<file path="src/rtl/seq_divider_pkg.sv">
// Shared definitions for the sequential non-restoring divider: FSM states,
// default operand width and the iteration-counter width helper.
package seq_divider_pkg;

    localparam int DEFAULT_WIDTH = 32;

    typedef enum logic [1:0] {
        ST_IDLE = 2'd0,
        ST_RUN  = 2'd1,
        ST_FIX  = 2'd2,
        ST_DONE = 2'd3
    } state_e;

    // Counter only has to reach WIDTH-1.
    function automatic int cnt_width(input int w);
        return (w <= 2) ? 1 : $clog2(w);
    endfunction

endpackage

</file>
<file path="src/rtl/nr_div_step.sv">
// One non-restoring division iteration: shift the remainder/quotient pair left,
// add or subtract the divisor according to the remainder sign, insert a quotient bit.
module nr_div_step
    import seq_divider_pkg::*;
#(
    parameter int WIDTH = DEFAULT_WIDTH
) (
    input  logic [WIDTH:0]   rem_i,
    input  logic [WIDTH-1:0] quo_i,
    input  logic [WIDTH-1:0] dvs_i,
    output logic [WIDTH:0]   rem_o,
    output logic [WIDTH-1:0] quo_o
);

    logic [WIDTH:0] shifted;
    logic [WIDTH:0] sum;

    // The true result always fits in WIDTH+1 signed bits, so dropping the old
    // sign bit during the shift and working modulo 2^(WIDTH+1) is exact.
    always_comb begin
        shifted = {rem_i[WIDTH-1:0], quo_i[WIDTH-1]};
        if (rem_i[WIDTH]) begin
            sum = shifted + {1'b0, dvs_i};
        end else begin
            sum = shifted - {1'b0, dvs_i};
        end
        rem_o = sum;
        quo_o = {quo_i[WIDTH-2:0], ~sum[WIDTH]};
    end

endmodule

</file>
<file path="src/rtl/seq_divider.sv">
// Sequential signed/unsigned divider, one quotient bit per cycle.
// Optional macro SEQ_DIVIDER_OVF_DETECT_EN flags signed MIN / -1 via exception.
module seq_divider
    import seq_divider_pkg::*;
#(
    parameter int WIDTH = DEFAULT_WIDTH
) (
    input  logic             clock,
    input  logic             reset,
    input  logic             start,
    input  logic             is_signed,
    input  logic [WIDTH-1:0] dividend,
    input  logic [WIDTH-1:0] divisor,
    output logic [WIDTH-1:0] quotient,
    output logic [WIDTH-1:0] remainder,
    output logic             busy,
    output logic             ready,
    output logic             exception,
    output logic [1:0]       dbg_state_o
);

    localparam int CW = cnt_width(WIDTH);

`ifdef SEQ_DIVIDER_OVF_DETECT_EN
    localparam logic OVF_DETECT = 1'b1;
`else
    localparam logic OVF_DETECT = 1'b0;
`endif

    // Handshake: start is accepted only in IDLE or DONE (ignored while busy);
    // ready is a one-cycle pulse in DONE with no backpressure; results hold
    // until the next accepted operation completes.

    state_e           state_q, state_d;
    logic [CW-1:0]    cnt_q, cnt_d;
    logic [WIDTH:0]   rem_q, rem_d;
    logic [WIDTH-1:0] quo_q, quo_d;
    logic [WIDTH-1:0] dvs_q, dvs_d;
    logic             neg_quo_q, neg_quo_d;
    logic             neg_rem_q, neg_rem_d;
    logic             dz_q, dz_d;
    logic             ovf_q, ovf_d;
    logic [WIDTH-1:0] quotient_q, quotient_d;
    logic [WIDTH-1:0] remainder_q, remainder_d;
    logic             exc_q, exc_d;

    logic             dvd_neg, dvs_neg;
    logic [WIDTH-1:0] dvd_mag, dvs_mag;
    logic [WIDTH:0]   step_rem;
    logic [WIDTH-1:0] step_quo;
    logic [WIDTH-1:0] rem_mag, quo_res, rem_res;

    assign dvd_neg = is_signed & dividend[WIDTH-1];
    assign dvs_neg = is_signed & divisor[WIDTH-1];
    assign dvd_mag = dvd_neg ? -dividend : dividend;
    assign dvs_mag = dvs_neg ? -divisor : divisor;

    nr_div_step #(.WIDTH(WIDTH)) u_step (
        .rem_i (rem_q),
        .quo_i (quo_q),
        .dvs_i (dvs_q),
        .rem_o (step_rem),
        .quo_o (step_quo)
    );

    // Final correction and sign application, used in FIX.
    always_comb begin
        rem_mag = rem_q[WIDTH] ? (rem_q[WIDTH-1:0] + dvs_q) : rem_q[WIDTH-1:0];
        quo_res = neg_quo_q ? -quo_q : quo_q;
        rem_res = neg_rem_q ? -rem_mag : rem_mag;
        if (dz_q) begin
            quo_res = '1;
        end
    end

    always_comb begin
        state_d     = state_q;
        cnt_d       = cnt_q;
        rem_d       = rem_q;
        quo_d       = quo_q;
        dvs_d       = dvs_q;
        neg_quo_d   = neg_quo_q;
        neg_rem_d   = neg_rem_q;
        dz_d        = dz_q;
        ovf_d       = ovf_q;
        quotient_d  = quotient_q;
        remainder_d = remainder_q;
        exc_d       = exc_q;
        case (state_q)
            ST_IDLE, ST_DONE: begin
                if (start) begin
                    state_d   = ST_RUN;
                    cnt_d     = '0;
                    rem_d     = '0;
                    quo_d     = dvd_mag;
                    dvs_d     = dvs_mag;
                    neg_quo_d = dvd_neg ^ dvs_neg;
                    neg_rem_d = dvd_neg;
                    dz_d      = (divisor == '0);
                    ovf_d     = is_signed && (dividend == {1'b1, {(WIDTH-1){1'b0}}})
                                && (divisor == '1);
                end else begin
                    state_d = ST_IDLE;
                end
            end
            ST_RUN: begin
                rem_d = step_rem;
                quo_d = step_quo;
                cnt_d = cnt_q + 1'b1;
                if (cnt_q == CW'(WIDTH - 1)) begin
                    state_d = ST_FIX;
                    cnt_d   = '0;
                end
            end
            ST_FIX: begin
                quotient_d  = quo_res;
                remainder_d = rem_res;
                exc_d       = dz_q | (OVF_DETECT & ovf_q);
                state_d     = ST_DONE;
            end
            default: state_d = ST_IDLE;
        endcase
    end

    always_ff @(posedge clock) begin
        if (reset) begin
            state_q     <= ST_IDLE;
            cnt_q       <= '0;
            rem_q       <= '0;
            quo_q       <= '0;
            dvs_q       <= '0;
            neg_quo_q   <= 1'b0;
            neg_rem_q   <= 1'b0;
            dz_q        <= 1'b0;
            ovf_q       <= 1'b0;
            quotient_q  <= '0;
            remainder_q <= '0;
            exc_q       <= 1'b0;
        end else begin
            state_q     <= state_d;
            cnt_q       <= cnt_d;
            rem_q       <= rem_d;
            quo_q       <= quo_d;
            dvs_q       <= dvs_d;
            neg_quo_q   <= neg_quo_d;
            neg_rem_q   <= neg_rem_d;
            dz_q        <= dz_d;
            ovf_q       <= ovf_d;
            quotient_q  <= quotient_d;
            remainder_q <= remainder_d;
            exc_q       <= exc_d;
        end
    end

    assign quotient    = quotient_q;
    assign remainder   = remainder_q;
    assign exception   = exc_q;
    assign busy        = (state_q == ST_RUN) || (state_q == ST_FIX);
    assign ready       = (state_q == ST_DONE);
    assign dbg_state_o = state_q;

endmodule

</file>
<file path="config.mk">
export PLATFORM = sky130hd
export DESIGN_NAME = seq_divider
export DESIGN_NICKNAME = d
export VERILOG_FILES = /design/src/rtl/seq_divider_pkg.sv /design/src/rtl/nr_div_step.sv /design/src/rtl/seq_divider.sv
export SDC_FILE = /design/constraint.sdc
export NUM_CORES = 1
export LEC_CHECK = 0
export BUFFER_PORTS_ARGS = -buffer_cell sky130_fd_sc_hd__buf_2
export CORE_ASPECT_RATIO = 1.4
export CORE_MARGIN = 2
export CORE_UTILIZATION = 37
export DETAILED_ROUTE_END_ITERATION = 10
export GPL_ROUTABILITY_DRIVEN = 0
export SYNTH_ARGS = -nofsm -noshare
export SYNTH_HDL_FRONTEND = slang
export SYNTH_SLANG_ARGS = --single-unit
</file>
<file path="constraint.sdc">
create_clock -name clock -period 6.6 [get_ports clock]
set_input_delay 0.66 -clock clock [delete_from_list [all_inputs] [get_ports clock]]
set_output_delay 0.66 -clock clock [all_outputs]
set_load 0.01 [all_outputs]
</file>
==> impl_metrics.xml <==
<?xml version="1.0" encoding="UTF-8"?>
<metrics>
  <group name="logic_synthesis">
    <metric name="async_reset_ff_share" unit="%">0</metric>
    <metric name="synthDistinctLibCells" unit="">87</metric>
    <metric name="post-synth-top-area-fraction" unit="%">25.8</metric>
    <metric name="yosysWarningCount" unit="">0</metric>
    <metric name="synth-edff-count" unit="">0</metric>
    <metric name="yosys_register_bits" unit="">172</metric>
    <metric name="netlist.top_cell.by_area" unit="">sky130_fd_sc_hd__dfxtp_1</metric>
    <metric name="most_frequent_cell_after_synthesis" unit="">sky130_fd_sc_hd__nor2_1</metric>
    <metric name="yosys-top-cells-area" unit="">sky130_fd_sc_hd__dfxtp_1 (26%), sky130_fd_sc_hd__ha_1 (6.9%), sky130_fd_sc_hd__xnor2_1 (6.4%)</metric>
    <metric name="synth_ff_type" unit="">sky130_fd_sc_hd__dfxtp_1</metric>
    <metric name="yosysSeqAreaShare" unit="%">25.8</metric>
    <metric name="syn_inst" unit="">1756</metric>
    <metric name="syn_avg_cell_area" unit="um2">7.60</metric>
    <metric name="synth_nets" unit="">1900</metric>
    <metric name="summed_instance_area_of_the_synthesized_netlist" unit="mm2">0.0133</metric>
    <metric name="yosys-top-cells-count" unit="">sky130_fd_sc_hd__nor2_1 (203), sky130_fd_sc_hd__nand2_1 (188), sky130_fd_sc_hd__dfxtp_1 (172)</metric>
  </group>
  <group name="global_routing">
    <metric name="grt_overflow_total" unit="">0</metric>
    <metric name="pin_count_of_the_biggest_net_entering_global_routing" unit="">90</metric>
    <metric name="antenna_violations_before_repair" unit="">1</metric>
    <metric name="grt_pass1_wl" unit="mm">69.1</metric>
    <metric name="grt_pass1_vias" unit="">12610</metric>
    <metric name="grt.total_usage" unit="%">23.4</metric>
  </group>
  <group name="timing">
    <metric name="grt_setup_unrepaired" unit="">no</metric>
    <metric name="worstMarginPinSlew" unit="ns">1.18</metric>
    <metric name="fmax" unit="GHz">0.222</metric>
    <metric name="relSlewSlack" unit="%">21.4</metric>
    <metric name="hold_viol" unit="">0</metric>
    <metric name="finalCritPeriodShare" unit="%">68.1</metric>
    <metric name="setup-tns-final" unit="ns">0</metric>
    <metric name="timing.final.ws_setup" unit="ns">2.11</metric>
    <metric name="final_period_minus_worst_setup_slack" unit="ns">4.49</metric>
    <metric name="report.final.setup_viol" unit="">0</metric>
    <metric name="clock_skew" unit="ns">0.0134</metric>
    <metric name="slew_viol_final" unit="">0</metric>
    <metric name="final.hold.worst_slack" unit="ns">0.464</metric>
  </group>
  <group name="worst_hold_path">
    <metric name="hold_path.class" unit="">register to register</metric>
    <metric name="min_from" unit="">remainder[14]</metric>
    <metric name="hold_end" unit="">remainder[14]</metric>
    <metric name="hold-path-cell-count" unit="">2</metric>
  </group>
  <group name="routing">
    <metric name="dr.first_iter.drc_count" unit="">783</metric>
    <metric name="detailedRoute.firstPassIterationCount" unit="">5</metric>
    <metric name="routed_wl" unit="mm">43.8</metric>
    <metric name="remaining_drc_errors" unit="">0</metric>
    <metric name="detail-route-antenna-nets" unit="">0</metric>
    <metric name="route.detailed.vias_per_inst" unit="">5.80</metric>
    <metric name="final_routed_wire_length_divided_by_cell_count" unit="um">19.0</metric>
    <metric name="via_count" unit="">13379</metric>
  </group>
  <group name="placed_design">
    <metric name="port_buffers" unit="">136</metric>
    <metric name="place_hpwl" unit="mm">33.7</metric>
    <metric name="dpl_cell_area" unit="mm2">0.0144</metric>
    <metric name="place_worst_setup_slack" unit="ns">2.16</metric>
  </group>
  <group name="clock_tree">
    <metric name="cts_resized" unit="">0</metric>
    <metric name="cts_num_sinks" unit="">172</metric>
    <metric name="cts_max_level" unit="">4</metric>
    <metric name="ctsLongestPathBuffers" unit="">2</metric>
    <metric name="cts_tree" unit="">yes</metric>
    <metric name="clock_latency_reported_for_the_late_side_of_the_worst_skew_pair" unit="ns">0.47</metric>
    <metric name="post_cts_setup_bufs" unit="">0</metric>
    <metric name="cts_hold_buf" unit="">0</metric>
    <metric name="clk_root_buffer_cell" unit="">sky130_fd_sc_hd__clkbuf_16</metric>
    <metric name="cts.clk_slew.worst_paths" unit="ns">0.08</metric>
    <metric name="cts-buffers-inserted" unit="">17</metric>
  </group>
  <group name="setup_path">
    <metric name="timing.rr.start" unit="">dvs_q[2]</metric>
    <metric name="worstPathRequired" unit="ns">6.96</metric>
    <metric name="critical_path.endpoint_type" unit="">register</metric>
    <metric name="reg2reg_to" unit="">quo_q[0]</metric>
    <metric name="path_class" unit="">register to register</metric>
    <metric name="setup.reg_to_reg.worst_slack" unit="ns">2.11</metric>
    <metric name="cp_max_fanout" unit="">6</metric>
    <metric name="worstSetupStartpointType" unit="">register</metric>
    <metric name="worstRegToRegCells" unit="">17</metric>
    <metric name="critical_path_at" unit="ns">4.85</metric>
  </group>
  <group name="die">
    <metric name="standard_cell_core_area" unit="mm2">0.0357</metric>
    <metric name="die_area" unit="mm2">0.0376</metric>
    <metric name="floorplan.initialDensity" unit="%">37.4</metric>
    <metric name="ios" unit="">137</metric>
    <metric name="die_h" unit="um">229</metric>
    <metric name="row_count" unit="">82</metric>
    <metric name="die_width" unit="um">164</metric>
  </group>
  <group name="cells_and_area">
    <metric name="postLayoutCellArea" unit="mm2">0.0150</metric>
    <metric name="num-nets-final" unit="">1975</metric>
    <metric name="drive_gt1_share" unit="%">12.1</metric>
    <metric name="area_growth" unit="%">12.2</metric>
  </group>
  <group name="run">
    <metric name="max_cap_viol_count" unit="">0</metric>
  </group>
  <group name="power_and_ir_drop">
    <metric name="cellInternalPower" unit="mW">3.53</metric>
    <metric name="pwr_density_cell" unit="mW/mm2">469</metric>
    <metric name="power.switching" unit="mW">3.50</metric>
    <metric name="p_leak" unit="nW">6.07</metric>
    <metric name="worst_ir_drop_vdd" unit="V">0.000534</metric>
    <metric name="clockPowerShare" unit="%">15.4</metric>
    <metric name="comb_power_share" unit="%">60.3</metric>
    <metric name="netSwitchingFraction" unit="%">49.8</metric>
    <metric name="sequentialPowerShare" unit="%">24.4</metric>
  </group>
  <group name="outcome">
    <metric name="status" unit="">finished clean</metric>
  </group>
</metrics>
-- worst max-delay path by stage --
stage                          from            end  slack [ns]
final                      dvs_q[2]       quo_q[0]        2.11
after global routing       dvs_q[2]       quo_q[0]        1.59
after CTS                  dvs_q[2]       quo_q[0]        2.14
after detailed placement   dvs_q[2]       quo_q[0]        2.16
after global placement     rem_q[3]  remainder[19]        2.20
after floorplan           rem_q[32]       quo_q[0]        1.36
-- layout by cell type, fill, tap and decap left out, types with 27 or more instances in the layout --
cell / n
sky130_fd_sc_hd__a211oi_1: 40
sky130_fd_sc_hd__or3_1: 27
sky130_fd_sc_hd__xnor2_1: 98
sky130_fd_sc_hd__o31ai_1: 34
sky130_fd_sc_hd__nor2_1: 203
sky130_fd_sc_hd__o21ai_0: 88
sky130_fd_sc_hd__buf_2: 135
sky130_fd_sc_hd__nand2_1: 188
sky130_fd_sc_hd__a21oi_1: 143
sky130_fd_sc_hd__ha_1: 73
sky130_fd_sc_hd__nand3_1: 29
sky130_fd_sc_hd__dfxtp_1: 171
sky130_fd_sc_hd__xor2_1: 77
sky130_fd_sc_hd__o22ai_1: 32
sky130_fd_sc_hd__nor3_1: 49
sky130_fd_sc_hd__inv_1: 35
sky130_fd_sc_hd__a21o_1: 27
-- cell type report --
cell class,count,area [um2]
Fill cell,3694,20700
Multi-Input combinational cell,1452,9400
Clock inverter,13,171
Clock buffer,18,439
Tap cell,462,578
Sequential cell,172,3440
Timing Repair Buffer,150,788
Inverter,38,143
Antenna cell,1,2.50
-- per-stage QoR --
stage	total power, mW	std cells	util [%]
2_1_floorplan	4.81	1756	-
6_report	7.03	2306	41.9
3_3_place_gp	5.88	2274	40.2
5_1_grt	7.59	2305	41.9
4_1_cts	7.02	2305	41.9
3_5_place_dp	5.92	2274	40.2
-- kinds of logic after synthesis --
group / after synthesis / share of synthesized area, %
AO/OA/AOI/OAI: 532 / 26.6
XOR/XNOR: 175 / 11.5
adder cells (fa/ha/maj): 76 / 7.24
buffers and inverters: 132 / 3.85
flip-flops: 172 / 25.8
multiplexers: 30 / 2.31
AND/OR/NAND/NOR: 639 / 22.7
-- worst max-delay path, cell delays in order, from the launching register on --
cell	delay, ns
sky130_fd_sc_hd__dfxtp_1	0.36
sky130_fd_sc_hd__nor2_1	0.21
sky130_fd_sc_hd__nand3_1	0.11
sky130_fd_sc_hd__nor4_1	0.39
sky130_fd_sc_hd__and2_1	0.30
sky130_fd_sc_hd__nor2b_1	0.41
sky130_fd_sc_hd__nor2_1	0.10
sky130_fd_sc_hd__xor2_1	0.17
sky130_fd_sc_hd__ha_1	0.36
sky130_fd_sc_hd__a21o_1	0.18
sky130_fd_sc_hd__a21oi_1	0.18
sky130_fd_sc_hd__o21ai_0	0.14
sky130_fd_sc_hd__a211oi_1	0.38
sky130_fd_sc_hd__o21bai_1	0.15
sky130_fd_sc_hd__a2111oi_0	0.39
sky130_fd_sc_hd__o21bai_1	0.13
sky130_fd_sc_hd__xnor2_1	0.15
sky130_fd_sc_hd__a211o_1	0.29
-- power groups by stage --
stage	registers (mW)	logic [mW]	clock network, mW
global placement	1.73	4.16	0
global route	1.75	4.70	1.14
floorplan	1.60	3.21	0
finish	1.71	4.24	1.08
detailed placement	1.73	4.19	0
CTS	1.71	4.21	1.10
-- sequential cells by signal, indices dropped and copies added, names as in the netlist --
name and cells:
dbg_state_o 2, dvs_q 32, rem_q 33, exception 1
neg_rem_q 1, neg_quo_q 1, dz_q 1, remainder 32
quo_q 32, cnt_q 5, quotient 32
-- metal layers --
layer | routed length, um | GRT usage (%) | vias to the layer above
met3 | 1590 | 3.19 | 136
met2 | 22200 | 41.6 | 379
met1 | 17100 | 25.7 | 6268
li1 | - | - | 6594
met4 | 2950 | 14.8 | 2
met5 | 11 | 0 | -
Note: power is estimated with default switching activity, not from simulation.
